**config.mk**
```make
export PLATFORM = sky130hd
export DESIGN_NAME = bypass_dp_ram
export DESIGN_NICKNAME = d
export VERILOG_FILES = /design/src/rtl/ram_pkg.sv /design/src/rtl/sdp_ram_core.sv /design/src/rtl/bypass_dp_ram.sv
export SDC_FILE = /design/constraint.sdc
export NUM_CORES = 2
export LEC_CHECK = 0
export CAP_MARGIN = 20
export CORE_ASPECT_RATIO = 1.2
export CORE_MARGIN = 1
export CORE_UTILIZATION = 47
export DETAILED_ROUTE_END_ITERATION = 10
export GPL_TIMING_DRIVEN = 0
export PLACE_DENSITY = 0.63
export SYNTH_ARGS = -nofsm -noshare
export SYNTH_HDL_FRONTEND = slang
export SYNTH_SLANG_ARGS = --single-unit
```
**constraint.sdc**
```tcl
create_clock -name clk -period 4.1 [get_ports clk]
set_input_delay 0.41 -clock clk [delete_from_list [all_inputs] [get_ports clk]]
set_output_delay 0.41 -clock clk [all_outputs]
set_load 0.01 [all_outputs]
```
**src/rtl/ram_pkg.sv**
```systemverilog
// Shared types for the bypassing dual-port RAM: clear FSM encoding and
// the legality check for the read latency parameter.
package ram_pkg;

    typedef enum logic {
        CLEAR = 1'b0,
        READY = 1'b1
    } clr_state_t;

    function automatic bit latency_ok(input int lat);
        return (lat == 1) || (lat == 2);
    endfunction

endpackage

```
**src/rtl/sdp_ram_core.sv**
```systemverilog
// Simple dual-port storage array: byte-lane write port plus a registered
// read port. No reset, so it maps onto block RAM.
module sdp_ram_core #(
    parameter  int DATA_WIDTH = 32,
    parameter  int DEPTH      = 128,
    parameter  int BYTE_WIDTH = 8,
    localparam int NB         = DATA_WIDTH / BYTE_WIDTH,
    localparam int AW         = $clog2(DEPTH)
) (
    input  logic                  clk,
    input  logic [NB-1:0]         we,
    input  logic [AW-1:0]         waddr,
    input  logic [DATA_WIDTH-1:0] wdata,
    input  logic                  re,
    input  logic [AW-1:0]         raddr,
    output logic [DATA_WIDTH-1:0] rdata
);

    logic [DATA_WIDTH-1:0] mem [DEPTH];

    always_ff @(posedge clk) begin
        for (int i = 0; i < NB; i++) begin
            if (we[i]) mem[waddr][i*BYTE_WIDTH +: BYTE_WIDTH] <= wdata[i*BYTE_WIDTH +: BYTE_WIDTH];
        end
    end

    // Read-before-write on a same-address collision; the wrapper patches it.
    always_ff @(posedge clk) begin
        if (re) rdata <= mem[raddr];
    end

endmodule

```
**src/rtl/bypass_dp_ram.sv**
```systemverilog
// Dual-port RAM with write-to-read bypass, optional post-reset clear and a
// 1- or 2-cycle read pipeline. Storage lives in sdp_ram_core.
module bypass_dp_ram
    import ram_pkg::*;
#(
    parameter  int DATA_WIDTH     = 32,
    parameter  int DEPTH          = 128,
    parameter  int BYTE_WIDTH     = 8,
    parameter  int LATENCY        = 1,
    parameter  int CLEAR_ON_RESET = 1,
    localparam int NB             = DATA_WIDTH / BYTE_WIDTH,
    localparam int AW             = $clog2(DEPTH)
) (
    input  logic                  clk,
    input  logic                  rst,
    input  logic                  ena,
    input  logic [NB-1:0]         wea,
    input  logic [AW-1:0]         addra,
    input  logic [DATA_WIDTH-1:0] dina,
    input  logic                  enb,
    input  logic [AW-1:0]         addrb,
    output logic [DATA_WIDTH-1:0] doutb,
    output logic                  rvalidb,
    output logic                  busy
);

    if (!latency_ok(LATENCY)) begin : g_bad_latency
        $error("bypass_dp_ram: LATENCY must be 1 or 2");
    end
    if ((DATA_WIDTH % BYTE_WIDTH) != 0) begin : g_bad_width
        $error("bypass_dp_ram: DATA_WIDTH must be a multiple of BYTE_WIDTH");
    end

    localparam logic [AW:0] CNT_LAST = (AW+1)'(DEPTH - 1);

    clr_state_t            state;
    logic [AW:0]           cnt;
    logic                  clr_wr, acc_w, acc_r;
    logic [DATA_WIDTH-1:0] wmask;
    logic [NB-1:0]         core_we;
    logic [AW-1:0]         core_waddr;
    logic [DATA_WIDTH-1:0] core_wdata, core_rdata;

    logic [AW-1:0]         s1_addr;
    logic [DATA_WIDTH-1:0] byp_mask, byp_data, merged1, dout_q;
    logic [LATENCY:1]      vld_pipe;

    assign busy   = rst || (state == CLEAR);
    assign clr_wr = !rst && (state == CLEAR);
    assign acc_w  = ena && (|wea) && !busy;
    assign acc_r  = enb && !busy;

    always_comb begin
        wmask = '0;
        for (int i = 0; i < NB; i++) wmask[i*BYTE_WIDTH +: BYTE_WIDTH] = {BYTE_WIDTH{wea[i]}};
    end

    // Clear FSM: one zero word per cycle, counter one bit wider than the address.
    always_ff @(posedge clk) begin
        if (rst) begin
            state <= (CLEAR_ON_RESET != 0) ? CLEAR : READY;
            cnt   <= '0;
        end else if (state == CLEAR) begin
            cnt <= cnt + 1'b1;
            if (cnt == CNT_LAST) state <= READY;
        end
    end

    assign core_we    = clr_wr ? {NB{1'b1}} : (acc_w ? wea : '0);
    assign core_waddr = clr_wr ? cnt[AW-1:0] : addra;
    assign core_wdata = clr_wr ? '0 : dina;

    sdp_ram_core #(
        .DATA_WIDTH (DATA_WIDTH),
        .DEPTH      (DEPTH),
        .BYTE_WIDTH (BYTE_WIDTH)
    ) u_core (
        .clk   (clk),
        .we    (core_we),
        .waddr (core_waddr),
        .wdata (core_wdata),
        .re    (acc_r),
        .raddr (addrb),
        .rdata (core_rdata)
    );

    // Remember a same-cycle colliding write so its lanes override the stale array read.
    always_ff @(posedge clk) begin
        if (rst) begin
            s1_addr  <= '0;
            byp_mask <= '0;
            byp_data <= '0;
            vld_pipe <= '0;
        end else begin
            if (acc_r) begin
                s1_addr  <= addrb;
                byp_mask <= (acc_w && addra == addrb) ? wmask : '0;
                byp_data <= dina;
            end
            vld_pipe[1] <= acc_r;
            for (int i = 2; i <= LATENCY; i++) vld_pipe[i] <= vld_pipe[i-1];
        end
    end

    assign merged1 = (core_rdata & ~byp_mask) | (byp_data & byp_mask);
    assign rvalidb = vld_pipe[LATENCY];

    if (LATENCY == 1) begin : g_lat1
        always_ff @(posedge clk) begin
            if (rst)              dout_q <= '0;
            else if (vld_pipe[1]) dout_q <= merged1;
        end
        assign doutb = vld_pipe[1] ? merged1 : dout_q;
    end else begin : g_lat2
        logic                  hit2;
        logic [DATA_WIDTH-1:0] merged2;

        // A write landing while the read sits in stage 1 still wins.
        assign hit2    = acc_w && (addra == s1_addr);
        assign merged2 = hit2 ? ((merged1 & ~wmask) | (dina & wmask)) : merged1;

        always_ff @(posedge clk) begin
            if (rst)              dout_q <= '0;
            else if (vld_pipe[1]) dout_q <= merged2;
        end
        assign doutb = dout_q;
    end

endmodule

```
==> impl_metrics.toml <==
[setup_path]
path_cells = "clkbuf_1, clkbuf_2, clkbuf_1, a21oi_1, clkbuf_2, nand3_1, clkbuf_2, nor2_2"
crit_path_max_fanout = 10
cp-end-kind = "flip-flop"
cpPeakStageDelay_ns = 0.64
r2r-start = "state"
cpMaxStageDelayCell = "nor2_2"
crit_top_cell = "clkbuf_2"
r2r_cells = 8
worstReg2RegEnd = "u_core.mem[49][16]"
cp-startpoint = "state"
crit_cells = 8
crit_path_start_kind = "flip-flop"
arrival_ns = 4.70
path_buf_inv = 5
critical-path-top-delay-family = "buffers and inverters"
ff2ff_setup_slack_ns = -0.07
worst-setup-path-type = "reg -> reg"
required_ns = 4.63

[floorplanning]
rows = 235
fp.dieH_um = 646
design.core.area_um2 = 343000
die-area_um2 = 348000
initial_utilization_pct = 47.4
top_level_ports = 88
fp.dieW_um = 538

[routing]
ant_nets = 0
num_vias = 79352
dr.pass1.iters = 6
drc = 0
vias_per_cell = 6.38
drt_iter0_drc = 11385
wl_per_cell_um = 38.9
wl_um = 483000

[power]
ir_worst_vdd_uv = 407
power_density_nw_per_um2 = 481
p_leak_nw = 57.0

[synth]
synth_cell_type_count = 40
synth_seq_cells = 4206
synth-edff-count = 4128
async_reset_ff_share_pct = 0
yosysWarnings = 0
synth_top_area_share_pct = 76.4
ys_top_cells_by_area = "edfxtp_1 76%, mux4_2 19%, nor2_1 1.3%"
yosys.area.top_type = "edfxtp_1"
synth_area_um2 = 162000
yosysSeqAreaShare_pct = 77.4
synthesis.nets = 6995
synth_ff_type = "edfxtp_1"
netlist_instances = 6940
synth.avg_cell_area_um2 = 23.4

[job]
maxCapViolCount = 0

[layout]
layout-drive-gt1-share_pct = 32.0
final_cell_mix = "4,128 x edfxtp_1, 1,344 x mux4_2, 414 x clkbuf_16, 332 x nor2_1, 299 x clkbuf_1"
final_nets = 7649
instances_no_fill = 12435
area_growth_pct = 14.4
layout_commonest_cell = "edfxtp_1"
fin_util_pct = 54.2

[place]
pre_cts_ws_ns = -2.04
dp_hpwl_um = 338000
routabilityCongestion = 0.899
dp_cells = 11679
port-buffer-count = 81

[sta]
clock.fmax_mhz = 240
worst_hold_slack_ns = 0.101
setup_viol = 149
finalClockSkew_ns = 0.0500
slew_violations = 0
tightest_slew_ns = 1.30
relSlewSlack_pct = 13.5
rsz0062_at_grt = "true"
hold_violations = 0
final.period_utilization_pct = 102
finalSetupTns_ns = -3.52
setup_slack_ns = -0.0721
fin_crit_ns = 4.17

[clocking]
clock_sinks = 4206
path_clk_slew_ns = 0.07
cts.htree.levels = 5
root_buffer = "clkbuf_16"
postCtsHoldBufs = 0
cts_tree = "built"
cts_buffers = 402
insertion_delay_ns = 0.93
clock_path_buffers = 4

[outcome]
outcome = "finished, violations left"
failed_checks = "negative setup slack"

[global_route]
grt_usage_pct = 27.8
grt_pass1_vias = 80054
grt_remaining_overflow = 0
grt_pass1_wl_um = 657000
grt_max_degree = 93
antenna_found_initial = 39

[worst_hold_path]
hp-class = "in -> reg"
hp-start = "dina[26]"
hold_depth = 3
whs_endpoint = "byp_data[26]"
-- state kept, by name, indices dropped and copies added (netlist names) --
register,count
u_core.mem,4096
byp_data,32
dout_q,32
u_core.rdata,32
cnt,8
byp_mask,4
rvalidb,1
state,1
-- kinds of logic (layout without fill, tap and decap cells) --
group           after synthesis  count (layout)  share of synthesized area (%)
compound gates               91              91                          0.305
buf+inv                     425            1393                           1.07
fa+ha+maj                     1               1                        0.00771
simple gates                795             795                           2.09
flops                      4206            4206                           77.4
mux                        1409            1409                           19.1
xor+xnor                     13              13                         0.0702
other cells                   0              24                              0
-- worst min-delay path, stage by stage --
cell	delay, ns
clkdlybuf4s50_1	0.42
nand2_1	0.06
o21ai_0	0.06
-- Yosys cell counts, types with 2 or more instances --
cell,n
a21oi_1,37
a22o_1,4
and2_1,32
and3b_1,2
and4_1,2
buf_1,59
buf_2,70
buf_4,6
buf_6,3
clkbuf_1,287
dfxtp_1,78
edfxtp_1,4128
mux2_2,32
mux2i_1,33
mux4_2,1344
nand2_1,71
nand2b_1,39
nand3_1,38
nor2_1,557
nor2b_1,34
nor4_1,3
o211ai_1,3
o21ai_0,35
o21ai_1,6
o31ai_1,3
or2_2,2
or4_1,3
or4b_2,6
xnor2_1,5
xor2_1,8
-- worst max-delay path by stage --
stage / slack (ns) / to
finish: -0.07 / u_core.mem[49][16]
detailed placement: -2.04 / u_core.mem[80][17]
global placement: -3.24 / u_core.mem[120][21]
global route: -0.05 / u_core.mem[33][28]
floorplan: 0.80 / u_core.mem[0][10]
CTS: -0.22 / u_core.mem[108][31]
-- cell type report --
class | count | area (µm²)
sequential | 4206 | 126000
buffer | 424 | 1880
fill | 25350 | 157000
clock inverter | 224 | 1910
timing repair buffer | 251 | 3970
antenna | 24 | 60.1
clock buffer | 494 | 10700
tap | 4503 | 5630
multi-input combinational | 2309 | 35900
-- report_power, final --
group          total [mW]  switching [mW]  leakage, nW  internal [mW]
combinational        5.54            3.59         12.6           1.95
clock                36.4            15.8         6.19           20.6
sequential           47.3          0.0256         38.3           47.3
total                89.3            19.4         57.0           69.8
-- per-stage QoR --
step / total power [mW] / instance area [µm²]
floorplan: 51.0 / 162000
global placement: 53.4 / 169000
detailed placement: 53.7 / 172000
CTS: 89.4 / 185000
global route: 91.1 / 186000
finish: 89.3 / 186000
-- repair_timing --
action,in CTS,in global routing
pin swaps,1,0
setup endpoints to repair,3123,3014
resized for setup,245,79
setup buffers,3,0
-- layer usage --
layer | vias to the layer above | GRT usage, % | wire length [µm]
met1 | 43095 | 34.9 | 169000
li1 | 30744 | - | -
met2 | 4559 | 45.0 | 234000
met4 | 18 | 16.8 | 33700
met5 | - | 0 | 122
met3 | 936 | 5.73 | 46500
Power figures use the tool's default switching activity.
